===== src/rtl/doc_reg_responder.sv =====
// DOC-side register responder for the Sound GLU. It holds the oscillator
// register file, the oscillator-enable byte, the halt-interrupt pending set,
// and two registered read ports: one for the host (GLU) and one for the
// synthesis engine.
module doc_reg_responder #(
    parameter logic [7:0] OSC_EN_RESET = 8'h02,
    parameter logic [7:0] UNMAPPED_RD  = 8'h00
) (
    input  logic        clk,
    input  logic        reset_n,
    input  logic        ram_access,
    input  logic        doc_wr,
    input  logic        doc_rd,
    input  logic [15:0] sound_addr,
    input  logic [7:0]  sound_data_out,
    output logic [7:0]  sound_data_in,
    input  logic [7:0]  eng_addr,
    output logic [7:0]  eng_data,
    input  logic        halt_valid,
    input  logic [4:0]  halt_num,
    output logic [5:0]  osc_count,
    output logic        irq_n
);

    localparam logic [7:0] ADDR_IRQ    = 8'hE0;
    localparam logic [7:0] ADDR_OSC_EN = 8'hE1;
    localparam logic [7:0] ADDR_AD     = 8'hE2;
    localparam logic [7:0] AD_VALUE    = 8'h80;
    localparam int         FILE_BYTES  = 224;

    // Lowest set bit index; the all-zero case reports 31 (only seen when
    // nothing is pending, where the caller substitutes 8'hFF anyway).
    function automatic logic [4:0] lowest_set(input logic [31:0] vec);
        logic [4:0] idx;
        idx = 5'd31;
        for (int i = 31; i >= 0; i--) begin
            idx = vec[i] ? 5'(i) : idx;
        end
        return idx;
    endfunction

    // Address decode of one read port, given the register-file byte at that address.
    function automatic logic [7:0] reg_read(input logic [7:0] addr,
                                            input logic [7:0] file_byte,
                                            input logic [7:0] irq_byte,
                                            input logic [7:0] osc_en);
        logic [7:0] val;
        if (addr < ADDR_IRQ) begin
            val = file_byte;
        end else begin
            case (addr)
                ADDR_IRQ:    val = irq_byte;
                ADDR_OSC_EN: val = osc_en;
                ADDR_AD:     val = AD_VALUE;
                default:     val = UNMAPPED_RD;
            endcase
        end
        return val;
    endfunction

    logic [7:0]  r_regs [0:FILE_BYTES-1];
    logic [7:0]  r_osc_en;
    logic [31:0] r_pending;
    logic [4:0]  r_irq_num;
    logic [7:0]  r_sound_data_in;
    logic [7:0]  r_eng_data;
    logic        r_irq_n;

    logic [7:0]  w_addr;
    logic        w_unused_addr_hi;
    logic        w_wr_en;
    logic        w_wr_file;
    logic        w_wr_osc;
    logic        w_wr_any;
    logic [7:0]  w_ctl_idx;
    logic        w_halt_ie;
    logic [31:0] w_set_mask;
    logic        w_clr;
    logic [31:0] w_clr_mask;
    logic [7:0]  w_irq_byte;
    logic [7:0]  w_wr_val;
    logic [7:0]  w_host_rd;
    logic [7:0]  w_eng_rd;

    assign w_addr           = sound_addr[7:0];
    assign w_unused_addr_hi = ^sound_addr[15:8];
    assign w_wr_en          = doc_wr & ~ram_access;
    assign w_wr_file        = w_wr_en & (w_addr < ADDR_IRQ);
    assign w_wr_osc         = w_wr_en & (w_addr == ADDR_OSC_EN);
    assign w_wr_any         = w_wr_file | w_wr_osc;

    // Control byte of the halting oscillator lives at A0 + n.
    assign w_ctl_idx  = {3'b101, halt_num};
    // IE is taken from the stored byte, i.e. before any same-cycle host write.
    assign w_halt_ie  = r_regs[w_ctl_idx][3];
    assign w_set_mask = (halt_valid & w_halt_ie) ? (32'd1 << halt_num) : 32'd0;

    assign w_clr      = doc_rd & ~ram_access & (w_addr == ADDR_IRQ) & (|r_pending);
    assign w_clr_mask = w_clr ? (32'd1 << r_irq_num) : 32'd0;

    assign w_irq_byte = (|r_pending) ? {1'b0, 1'b1, lowest_set(r_pending), 1'b1} : 8'hFF;

    // Value the written byte will hold after this edge, including a
    // colliding halt that forces the halt bit of the same control byte.
    always_comb begin
        w_wr_val = sound_data_out;
        if (halt_valid && (w_addr == w_ctl_idx)) begin
            w_wr_val[0] = 1'b1;
        end else begin
            w_wr_val[0] = sound_data_out[0];
        end
    end

    // Host read mux; a same-cycle write to the read address forwards the new value.
    always_comb begin
        w_host_rd = 8'h00;
        if (w_wr_any) begin
            w_host_rd = w_wr_val;
        end else begin
            w_host_rd = reg_read(w_addr, r_regs[w_addr], w_irq_byte, r_osc_en);
        end
    end

    // Engine read mux with the same write-forwarding rule as the host port.
    always_comb begin
        w_eng_rd = 8'h00;
        if (w_wr_any && (eng_addr == w_addr)) begin
            w_eng_rd = w_wr_val;
        end else begin
            w_eng_rd = reg_read(eng_addr, r_regs[eng_addr], w_irq_byte, r_osc_en);
        end
    end

    // Register file: host writes, then the halt bit is forced so it wins over bit 0.
    always_ff @(posedge clk or negedge reset_n) begin
        if (!reset_n) begin
            for (int i = 0; i < FILE_BYTES; i++) begin
                r_regs[i] <= 8'h00;
            end
        end else begin
            if (w_wr_file) begin
                r_regs[w_addr] <= sound_data_out;
            end
            if (halt_valid) begin
                r_regs[w_ctl_idx][0] <= 1'b1;
            end
        end
    end

    // Oscillator-enable byte.
    always_ff @(posedge clk or negedge reset_n) begin
        if (!reset_n) begin
            r_osc_en <= OSC_EN_RESET;
        end else if (w_wr_osc) begin
            r_osc_en <= sound_data_out;
        end
    end

    // Pending halt interrupts: a set in the same cycle as a clear wins.
    always_ff @(posedge clk or negedge reset_n) begin
        if (!reset_n) begin
            r_pending <= 32'd0;
        end else begin
            r_pending <= (r_pending & ~w_clr_mask) | w_set_mask;
        end
    end

    // Remember which oscillator the last E0 read reported; that is the one a read-complete clears.
    always_ff @(posedge clk or negedge reset_n) begin
        if (!reset_n) begin
            r_irq_num <= 5'd0;
        end else if (w_addr == ADDR_IRQ) begin
            r_irq_num <= w_irq_byte[5:1];
        end
    end

    // Registered read data for both ports and the interrupt line.
    always_ff @(posedge clk or negedge reset_n) begin
        if (!reset_n) begin
            r_sound_data_in <= 8'h00;
            r_eng_data      <= 8'h00;
            r_irq_n         <= 1'b1;
        end else begin
            r_sound_data_in <= w_host_rd;
            r_eng_data      <= w_eng_rd;
            r_irq_n         <= ~(|r_pending);
        end
    end

    assign sound_data_in = r_sound_data_in;
    assign eng_data      = r_eng_data;
    assign irq_n         = r_irq_n;
    assign osc_count     = {1'b0, r_osc_en[5:1]} + 6'd1;

endmodule


===== config.mk =====
export PLATFORM = sky130hd
export DESIGN_NAME = doc_reg_responder
export DESIGN_NICKNAME = d
export VERILOG_FILES = /design/src/rtl/doc_reg_responder.sv
export SDC_FILE = /design/constraint.sdc
export NUM_CORES = 2
export LEC_CHECK = 0
export ABC_AREA = 1
export BUFFER_PORTS_ARGS = -buffer_cell sky130_fd_sc_hd__clkbuf_2
export CAP_MARGIN = 10
export CORE_AREA = 8 8 539 541
export CTS_BUF_LIST = sky130_fd_sc_hd__clkbuf_16
export CTS_CLUSTER_DIAMETER = 60
export DETAILED_ROUTE_END_ITERATION = 12
export DIE_AREA = 0 0 547 549
export PLACE_DENSITY_LB_ADDON = 0.12
export SLEW_MARGIN = 20
export SYNTH_ARGS = -nofsm -noshare
export SYNTH_HDL_FRONTEND = slang
export SYNTH_SLANG_ARGS = --single-unit

===== constraint.sdc =====
create_clock -name clk -period 3.3 [get_ports clk]
set_clock_uncertainty 0.1 [all_clocks]
set_input_delay 0.66 -clock clk [delete_from_list [all_inputs] [get_ports clk]]
set_output_delay 0.66 -clock clk [all_outputs]
set_load 0.005 [all_outputs]

==> out/qor.csv <==
metric,value,unit
Worst Setup Path Type,input port to register,
status,finished with violations,
Compound-Gate Fraction of Synth Area,0.276,
YS warnings,0,
global-route wire length before repair,703000,µm
max capacitance violation total,0,
TritonCTS clock tree,done,
clock latency on the worst-skew pair,0.93,ns
Hold WC Path Type,input port to register,
Synth Area in Adders,0.000131,
clk buf depth,4,
Synth top area share,0.486,
global route total overflow,0,
Die X,547,µm
dpl cells,16208,
routed length per instance,29.6,µm
"Req. time, crit path",3.99,ns
final hold violation count,0,
sequential fraction of the synthesis area,0.486,
Pwr Density,482,nW/µm²
initial antenna violation count,30,
Iter 0 DRT Violations,14155,
Mapped Cells,11966,
count of pins over their slew limit,0,
Initial Util,0.339,
Final Instance Count excl. Fillers,16662,
endpoints failing setup,5,
Syn-to-layout area delta,24.8,%
via count,98415,
period utilization,1.02,
RSZ-0062 raised after global routing,no,
"area leader, netlist",dfrtp_1,
Port Buf Inserts,57,
dpl ws,-1.35,ns
root buf cell,clkbuf_16,
"Data arrival, critical path",4.07,ns
first drt pass iteration count,7,
Synth Area in Simple Gates,0.141,
Synth Area in XOR/XNOR,0.000918,
post-CTS setup buffers,0,
Worst-path clk slew,0.06,ns
largest family of logic cells by synthesized area,compound AO/OA/AOI/OAI gates,
TritonCTS Buffers,234,
Vias/cell,5.91,
crit path max fanout,13,
syn_nets,12010,
maximum VDD drop,0.474,mV
GRT Util Overall,0.317,
Die H,549,µm
share of layout cells above drive strength 1,0.152,
Detailed Place HPWL,353000,µm
largest net degree at the start of global routing,91,
Storage cell area,46400,µm²
Least-Margin Pin Slew,1.19,ns
Synth Flop Type,dfrtp_1,
setup ws final,-0.0802,ns
"EDFF count, synth",0,
area of the die,300000,µm²
synthesized cell area,95400,µm²
area of the multi-input gates,40200,µm²
Leakage,48.7,nW
layout net count,12751,
post-layout util,0.423,
dominant cells by area after synthesis,"dfrtp_1, o21ai_0, nand2_1",
Post-route DRC,0,
GP Congestion,1.02,
Syn Area/Cell,7.98,µm²
violations in the final reports,negative setup slack,
H-tree levels,4,
Ports,66,
"top cells by count, synth","nand2_1, o21ai_0, dfrtp_1",
Max Clk Rate,296,MHz
crit path time final,3.38,ns
Worst setup SP type,input port,
vias in the first global route,94756,
final antenna-violating net count,0,
num rows,195,
mux share of post-synthesis cell area,0,
Fill cells,28300,
Post-synth ARST share,1.00,
most instantiated library cell after synthesis,nand2_1,
final wirelength,494000,µm
Core Area,281000,µm²
synth unique cells,56,
Yosys reg bits,1854,
max_slew headroom,0.208,
hold_ws,0.186,ns
CP Capture Type,register,
clock sinks,1854,
[stage by stage]
step	TNS [ns]	area, µm²	power, mW
2_1_floorplan	0	95400	26.7
3_3_place_gp	-171.14	111000	30.8
3_5_place_dp	-164.95	111000	30.8
4_1_cts	0	119000	57.6
5_1_grt	0	119000	59.1
6_report	-0.121	119000	57.4
[placed cells by master (no fill, tap or decap), types with 8 or more instances in the layout]
cell type	netlist	routed
a221oi_1	69	63
bufinv_16	0	35
a22oi_1	307	307
nand2_1	2802	2802
dfrtp_1	1852	1852
a41oi_1	27	27
nor2_4	4	27
nand4_1	131	131
nor2_1	110	91
o22ai_1	706	706
a211oi_1	17	16
a32o_1	8	8
inv_6	0	14
clkinv_1	14	66
inv_8	0	14
o21ai_0	2608	2599
a31oi_1	38	38
nor3_1	9	9
clkinv_4	0	10
o2111ai_1	68	68
diode_2	0	17
nand3_1	270	270
a22o_1	19	19
inv_1	1253	1268
clkbuf_16	0	237
a21oi_1	62	62
o221ai_1	282	282
clkbuf_2	0	51
o21ai_1	38	46
buf_4	31	1160
o211ai_1	136	136
o31ai_1	34	34
nor2_2	17	13
clkinv_2	0	34
inv_2	16	12
clkinvlp_4	0	19
buf_12	0	295
[cell type report]
cell class                      count  share of cell area
Antenna cell                       17            0.000357
Tap cell                         3743              0.0393
Clock inverter                    194              0.0164
Sequential cell                  1854               0.390
Inverter                         1284              0.0414
Timing Repair Buffer             1517               0.126
Clock buffer                      237              0.0498
Multi-Input combinational cell   7816               0.337
[critical path: stages]
cell and delay (ns):
clkbuf_8 0.18, nand2_8 0.30, buf_4 0.30, buf_4 0.28
buf_4 0.20, o22ai_1 0.08, o21ai_0 0.34, buf_4 0.18
a41oi_1 0.25, buf_4 0.27, a2111oi_2 0.52, o221ai_1 0.23
o21ai_1 0.15, o21ai_1 0.07
[report_power, final]
part	switching (mW)	total (mW)	internal [mW]
logic	4.71	6.74	2.02
registers	0.535	23.9	23.4
clock network	11.0	26.8	15.8
total	16.2	57.4	41.2
[cell families after synthesis]
kind of cell / after synthesis
xor+xnor: 10
buf+inv: 2296
flops: 1854
fa+ha+maj: 1
compound gates: 4442
simple gates: 3363
[per-layer routing]
layer | track usage | vias up | part of all wire
li1 | - | 42920 | -
met4 | 0.179 | 6 | 0.067
met1 | 0.419 | 48174 | 0.41
met3 | 0.0729 | 1331 | 0.099
met5 | 0 | - | 0.000075
met2 | 0.477 | 5984 | 0.43
[worst paths after layout]
kind,startpoint,end,slack [ns],depth (start not counted)
setup / recovery,sound_addr[1],sound_data_in[3]$_DFF_PN0_,-0.08,14
hold / removal,sound_data_out[5],register,0.19,4
setup reg to reg,register,sound_data_in[5]$_DFF_PN0_,0.08,15
hold reg to reg,register,register,0.38,2
max in group asynchronous,reset_n,asynchronous set/reset pin,1.57,3
min in group asynchronous,reset_n,asynchronous set/reset pin,0.29,2
[timing repair]
action	CTS	global route
pin swaps	0	6
hold endpoints to repair	42	0
gates resized for setup	6	17
setup endpoints to repair	3	8
hold buffers	6	0
Power figures use the tool's default switching activity.
